==> src/rtl/counter_clear_up_pkg.sv <==
// -----------------------------------------------------------------------------
// counter_clear_up_pkg
// Shared definitions for counter_clear_up and the monitors built on it.
//   next_sel_e : next-state source for a clearable up-counter, listed in
//                priority order (reset, clear, up, hold).
//   next_sel() : maps the control inputs onto next_sel_e so that every
//                user resolves the priority the same way.
// -----------------------------------------------------------------------------
package counter_clear_up_pkg;

  typedef enum logic [1:0] {
    NS_RESET = 2'd0,
    NS_CLEAR = 2'd1,
    NS_UP    = 2'd2,
    NS_HOLD  = 2'd3
  } next_sel_e;

  function automatic next_sel_e next_sel(input logic reset,
                                         input logic clear,
                                         input logic up);
    next_sel_e sel;
    if (reset)      sel = NS_RESET;
    else if (clear) sel = NS_CLEAR;
    else if (up)    sel = NS_UP;
    else            sel = NS_HOLD;
    return sel;
  endfunction

endpackage

==> src/rtl/counter_clear_up_dff_set_clear.sv <==
// -----------------------------------------------------------------------------
// dff_set_clear
// Bank of width_p sticky bits. A set bit stays set until cleared or reset.
// Parameters:
//   width_p          number of bits
//   clear_over_set_p 1: clear wins when set and clear are both active
//                    0: set wins
// Ports:
//   clk_i    in  1        clock
//   reset_i  in  1        synchronous active-high reset, clears all bits
//   set_i    in  width_p  per-bit set
//   clear_i  in  width_p  per-bit clear
//   data_o   out width_p  registered sticky bits
// -----------------------------------------------------------------------------
module dff_set_clear #(
  parameter int width_p          = 1,
  parameter bit clear_over_set_p = 1'b1
) (
  input  logic               clk_i,
  input  logic               reset_i,
  input  logic [width_p-1:0] set_i,
  input  logic [width_p-1:0] clear_i,
  output logic [width_p-1:0] data_o
);

  logic [width_p-1:0] data_d;
  logic [width_p-1:0] data_q;

  if (clear_over_set_p) begin : g_clear_wins
    always_comb begin
      data_d = (data_q | set_i) & ~clear_i;
    end
  end else begin : g_set_wins
    always_comb begin
      data_d = (data_q & ~clear_i) | set_i;
    end
  end

  always_ff @(posedge clk_i) begin
    if (reset_i) data_q <= '0;
    else         data_q <= data_d;
  end

  assign data_o = data_q;

endmodule

==> src/rtl/counter_clear_up.sv <==
// -----------------------------------------------------------------------------
// counter_clear_up
// Up-counter with synchronous clear and increment enable, plus a registered
// sticky hit flag that latches one cycle after the count equals target_i.
// Intended for perf/finish monitors (count instructions or cycles and flag
// when a runtime target is reached).
//
// Parameters:
//   max_val_p   largest count value (sets the width)
//   init_val_p  count value loaded on reset, must be <= max_val_p
//   width_lp    $clog2(max_val_p+1), minimum 1
// Ports:
//   clk_i     in  1         clock
//   reset_i   in  1         synchronous active-high reset (highest priority)
//   clear_i   in  1         synchronous clear of count and hit flag
//   up_i      in  1         increment enable
//   target_i  in  width_lp  hit compare value; 0 disables the hit flag
//   count_o   out width_lp  registered count
//   hit_o     out 1         registered sticky hit flag
//
// Build option:
//   COUNTER_CLEAR_UP_SATURATE_EN  defined: increment at max_val_p holds the
//                                 count at max_val_p; undefined (default):
//                                 the count wraps to 0.
// -----------------------------------------------------------------------------
module counter_clear_up
  import counter_clear_up_pkg::*;
#(
  parameter  int max_val_p  = 255,
  parameter  int init_val_p = 0,
  localparam int width_lp   = (max_val_p < 1) ? 1 : $clog2(max_val_p + 1)
) (
  input  logic                clk_i,
  input  logic                reset_i,
  input  logic                clear_i,
  input  logic                up_i,
  input  logic [width_lp-1:0] target_i,
  output logic [width_lp-1:0] count_o,
  output logic                hit_o
);

  if (init_val_p > max_val_p) begin : g_bad_init
    $error("counter_clear_up: init_val_p (%0d) exceeds max_val_p (%0d)",
           init_val_p, max_val_p);
  end

  localparam logic [width_lp-1:0] max_lp  = width_lp'(max_val_p);
  localparam logic [width_lp-1:0] init_lp = width_lp'(init_val_p);
  localparam logic [width_lp-1:0] one_lp  = width_lp'(1);

  // Value taken by an increment issued while the count sits at max_val_p.
`ifdef COUNTER_CLEAR_UP_SATURATE_EN
  localparam logic [width_lp-1:0] at_max_lp = max_lp;
`else
  localparam logic [width_lp-1:0] at_max_lp = '0;
`endif

  next_sel_e           sel;
  logic [width_lp-1:0] count_d;
  logic [width_lp-1:0] count_q;
  logic                match;

  always_comb begin
    sel     = next_sel(reset_i, clear_i, up_i);
    count_d = count_q;
    unique case (sel)
      NS_RESET: count_d = init_lp;
      // A clear that coincides with an increment counts that increment.
      NS_CLEAR: count_d = up_i ? one_lp : '0;
      // Explicit compare rather than natural overflow: max_val_p need not
      // be a power of two minus one.
      NS_UP:    count_d = (count_q == max_lp) ? at_max_lp : count_q + one_lp;
      NS_HOLD:  count_d = count_q;
    endcase
  end

  always_ff @(posedge clk_i) begin
    if (reset_i) count_q <= init_lp;
    else         count_q <= count_d;
  end

  // Compared against the registered count, so hit_o trails by one cycle.
  assign match = (count_q == target_i) && (target_i != '0);

  dff_set_clear #(
    .width_p          (1),
    .clear_over_set_p (1'b1)
  ) u_hit (
    .clk_i   (clk_i),
    .reset_i (reset_i),
    .set_i   (match),
    .clear_i (clear_i),
    .data_o  (hit_o)
  );

  assign count_o = count_q;

endmodule

==> config.mk <==
export PLATFORM = sky130hd
export DESIGN_NAME = counter_clear_up
export DESIGN_NICKNAME = d
export VERILOG_FILES = /design/src/rtl/counter_clear_up_pkg.sv /design/src/rtl/counter_clear_up_dff_set_clear.sv /design/src/rtl/counter_clear_up.sv
export SDC_FILE = /design/constraint.sdc
export NUM_CORES = 1
export LEC_CHECK = 0
export ABC_CLOCK_PERIOD_IN_PS = 2600
export BUFFER_PORTS_ARGS = -buffer_cell sky130_fd_sc_hd__buf_2
export CORE_MARGIN = 2
export CORE_UTILIZATION = 35
export CTS_BUF_LIST = sky130_fd_sc_hd__clkbuf_4 sky130_fd_sc_hd__clkbuf_8
export DETAILED_ROUTE_END_ITERATION = 12
export GPL_TIMING_DRIVEN = 0
export MAX_ROUTING_LAYER = met4
export SLEW_MARGIN = 20
export SYNTH_ARGS = -nofsm -noshare
export SYNTH_HDL_FRONTEND = slang
export SYNTH_SLANG_ARGS = --single-unit
==> constraint.sdc <==
create_clock -name clk_i -period 2.6 [get_ports clk_i]
set_input_delay 0.52 -clock clk_i [delete_from_list [all_inputs] [get_ports clk_i]]
set_output_delay 0.52 -clock clk_i [all_outputs]
set_load 0.02 [all_outputs]
==> impl_results.md <==
* Status: finished, final reports clean
* # Max-Cap Violations at 0
* Main combinational cell family by area after synthesis: simple AND/OR/NAND/NOR gates
* Clk_lat worst skew at 260 ps
* Most common cell in the synthesized netlist: dfxtp_1
* Final WL at 1.23 mm
* Die width at 43.0 um
* Die Span Y at 43.0 um
* CTS root buf: clkbuf_4
* CP top delay family: flip-flops
* Synth Flop Type: dfxtp_1
* Initial DRC Count at 8
* Worst EP arrival at 1650 ps
* Initial antenna violation count at 0
* Overflow after GRT at 0
* Mux share of post-synthesis cell area at 0%
* Detail Route Antenna Nets at 0
* Largest stage delay, worst path at 470 ps
* Yosys warns at 0
* Syn Nets at 78
* IO Count at 21
* Post-synthesis sequential area ratio at 33.9%
* Number of enable flip-flop cells after synthesis at 0
* Diodes inserted at 0
* Worst R2R Setup Slack at 1090 ps
* Post-CTS Hold Fix Bufs at 0
* Clk buf depth at 2
* Power per cell area at 430 nW/um^2
* Routability cong. at 0.764
* Finished Core Util at 46.3%
* Fin crit share at 58.2%
* First-pass GRT wire length at 2.11 mm
* CTS clock-pin slew for the worst setup and hold paths at 60 ps
* Slowest-stage cell, CP: dfxtp_1
* WS Path Type: reg2reg
* Critical path, cell by cell: ha_1, and3_2, nand4_1, a21oi_1, o32ai_1
* Die ar. at 1850 sq um
* Clk sinks at 9
* IO Port Bufs at 20
* Synthesis-to-finish area growth at 28.2%
* CP Capture Type: flip-flop
* Drt drc at 0
* Layout net count at 103
* DPL Wire Length at 928 um
* WP buf/inv at 0
* Post-synth cell types at 27
* Vias at 551
* Total CTS buffers at 3
* Lkg Pwr at 0.307 nW
* Synth Area in Adders at 2.35%
* Hold crit path type: in2reg
* CTS tree: done
* Tightest Pin Transition at 439 ps
* # setup viols final at 0
* Max Freq at 661 MHz
* Avg Vias per Cell at 5.25
* Slew Limit Headroom at 70.7%
* Post-route minimum period at 1510 ps
* XOR/XNOR Fraction of Synth Area at 16.5%
* Row count at 14
* Simple-gate share of the synthesized area at 27.3%
* RSZ-0062 raised after global routing: false
* Syn Area/Cell at 8.18 sq um
* H-tree depth at 1
* Initial Utilization at 36.1%
* Worst Skew at 2.23 ps
* Final hold violation count at 0
* Post-synth top area cell: dfxtp_1
* Setup Buffers After CTS at 0
* Post_cts resized at 0
* Synth cell count leaders: 9 x dfxtp_1, 8 x xor2_1, 5 x a21oi_1
* Final slew viol count at 0
* GR Util All Layers at 15.4%
* Largest cells by area after synthesis: dfxtp_1 34%, xor2_1 13%, a21oi_1 4.7%
* #FFs+latches synth at 9
* Startpoint types: flip-flop
* Largest net degree at the start of global routing at 11
* Compound-gate portion of the synthesized area at 15.8%
* Mapped cell area at 532 sq um
* Largest fanout on the critical path at 7
* Worst endpoint required time at 2740 ps
* Drt pass-1 iters at 3
* Core Region at 1470 sq um
* Share of flip-flops with an asynchronous set or reset at 0%
* Setup TNS Final at 0 ps
* Mapped Cells at 65
* Share of post-route cells with drive strength above 1 at 30.3%
* Peak supply drop at 0.245 mV
* Vias in the first global route at 497
* Hold Slack at 507 ps
* Synth top area share at 33.9%
* Wire per inst at 11.7 um
## path summary, 6_finish.rpt
kind | cells past startpoint | from | end
setup / recovery | 5 | count_o[1]$_SDFFE_PP0P_ | count_o[0]$_SDFFE_PP0P_
hold / removal | 3 | clear_i | count_o[0]$_SDFFE_PP0P_
setup reg to reg | 5 | count_o[1]$_SDFFE_PP0P_ | count_o[0]$_SDFFE_PP0P_
hold reg to reg | 2 | count_o[7]$_SDFFE_PP0P_ | count_o[7]$_SDFFE_PP0P_
## sequential cells by signal, summed over array words and instances (netlist names)
name and count:
count_o 8, u_hit.data_o 1
## worst register-to-register path: cells and delay by family (launching register included)
kind / cells / cell delay (ps)
adder cells (fa/ha/maj): 1 / 220
flip-flops: 1 / 470
AND/OR/NAND/NOR: 2 / 420
AO/OA/AOI/OAI: 2 / 280
## per-layer routing
layer	wire length [um]	track usage [%]	vias to the layer above
li1	-	-	282
met1	589	21.1	248
met2	537	20.9	17
met3	91	3.83	4
met4	15	7.27	0
met5	0	-	-
## kinds of logic (layout without fill, tap and decap cells)
group / after synthesis / after routing
compound gates: 13 / 13
xor+xnor: 10 / 10
simple gates: 26 / 26
buf+inv: 6 / 30
flops: 9 / 9
fa+ha+maj: 1 / 1
## cell usage in the layout, fill, tap and decap left out, drive strengths merged
cell and count:
dfxtp 9, a41oi 1, and2 1, o21ai 2, a311oi 1, nand2 4
and3 1, nor4 2, xnor2 2, nor3 3, inv 4, nor2 3
clkbuf 6, nor2b 1, or3 2, nand3 3, a2111oi 1, nand4 3
a21o 1, ha 1, or2 1, a21oi 5, xor2 8, a31oi 1
nand2b 2, buf 20, o32ai 1
## where the power goes
group / total [mW] / leakage [nW] / internal (mW) / switching, mW
Sequential: 0.143 / 0.0728 / 0.139 / 0.00333
Combinational: 0.0306 / 0.216 / 0.0139 / 0.0167
Clock: 0.120 / 0.0184 / 0.0697 / 0.0505
Total: 0.294 / 0.307 / 0.223 / 0.0705
## cell type report
| class | instances | area, sq um |
|---|---|---|
| Buffer | 2 | 7.51 |
| Clock buffer | 4 | 30.0 |
| Fill cell | 166 | 790 |
| Inverter | 4 | 15.0 |
| Multi-Input combinational cell | 50 | 329 |
| Sequential cell | 9 | 180 |
| Tap cell | 16 | 20.0 |
| Timing Repair Buffer | 20 | 100 |
## per-stage QoR
| step | power, mW | setup slack [ps] | std cells | area, sq um |
|---|---|---|---|---|
| 2_1_floorplan | 0.161 | 1140 | 65 | 532 |
| 3_5_place_dp | 0.177 | 1050 | 101 | 652 |
| 5_1_grt | 0.311 | 935 | 105 | 682 |
| 3_3_place_gp | 0.176 | 1050 | 101 | 652 |
| 4_1_cts | 0.298 | 1080 | 105 | 682 |
| 6_report | 0.294 | 1090 | 105 | 682 |
No activity file was read; power rests on OpenSTA's default activity.
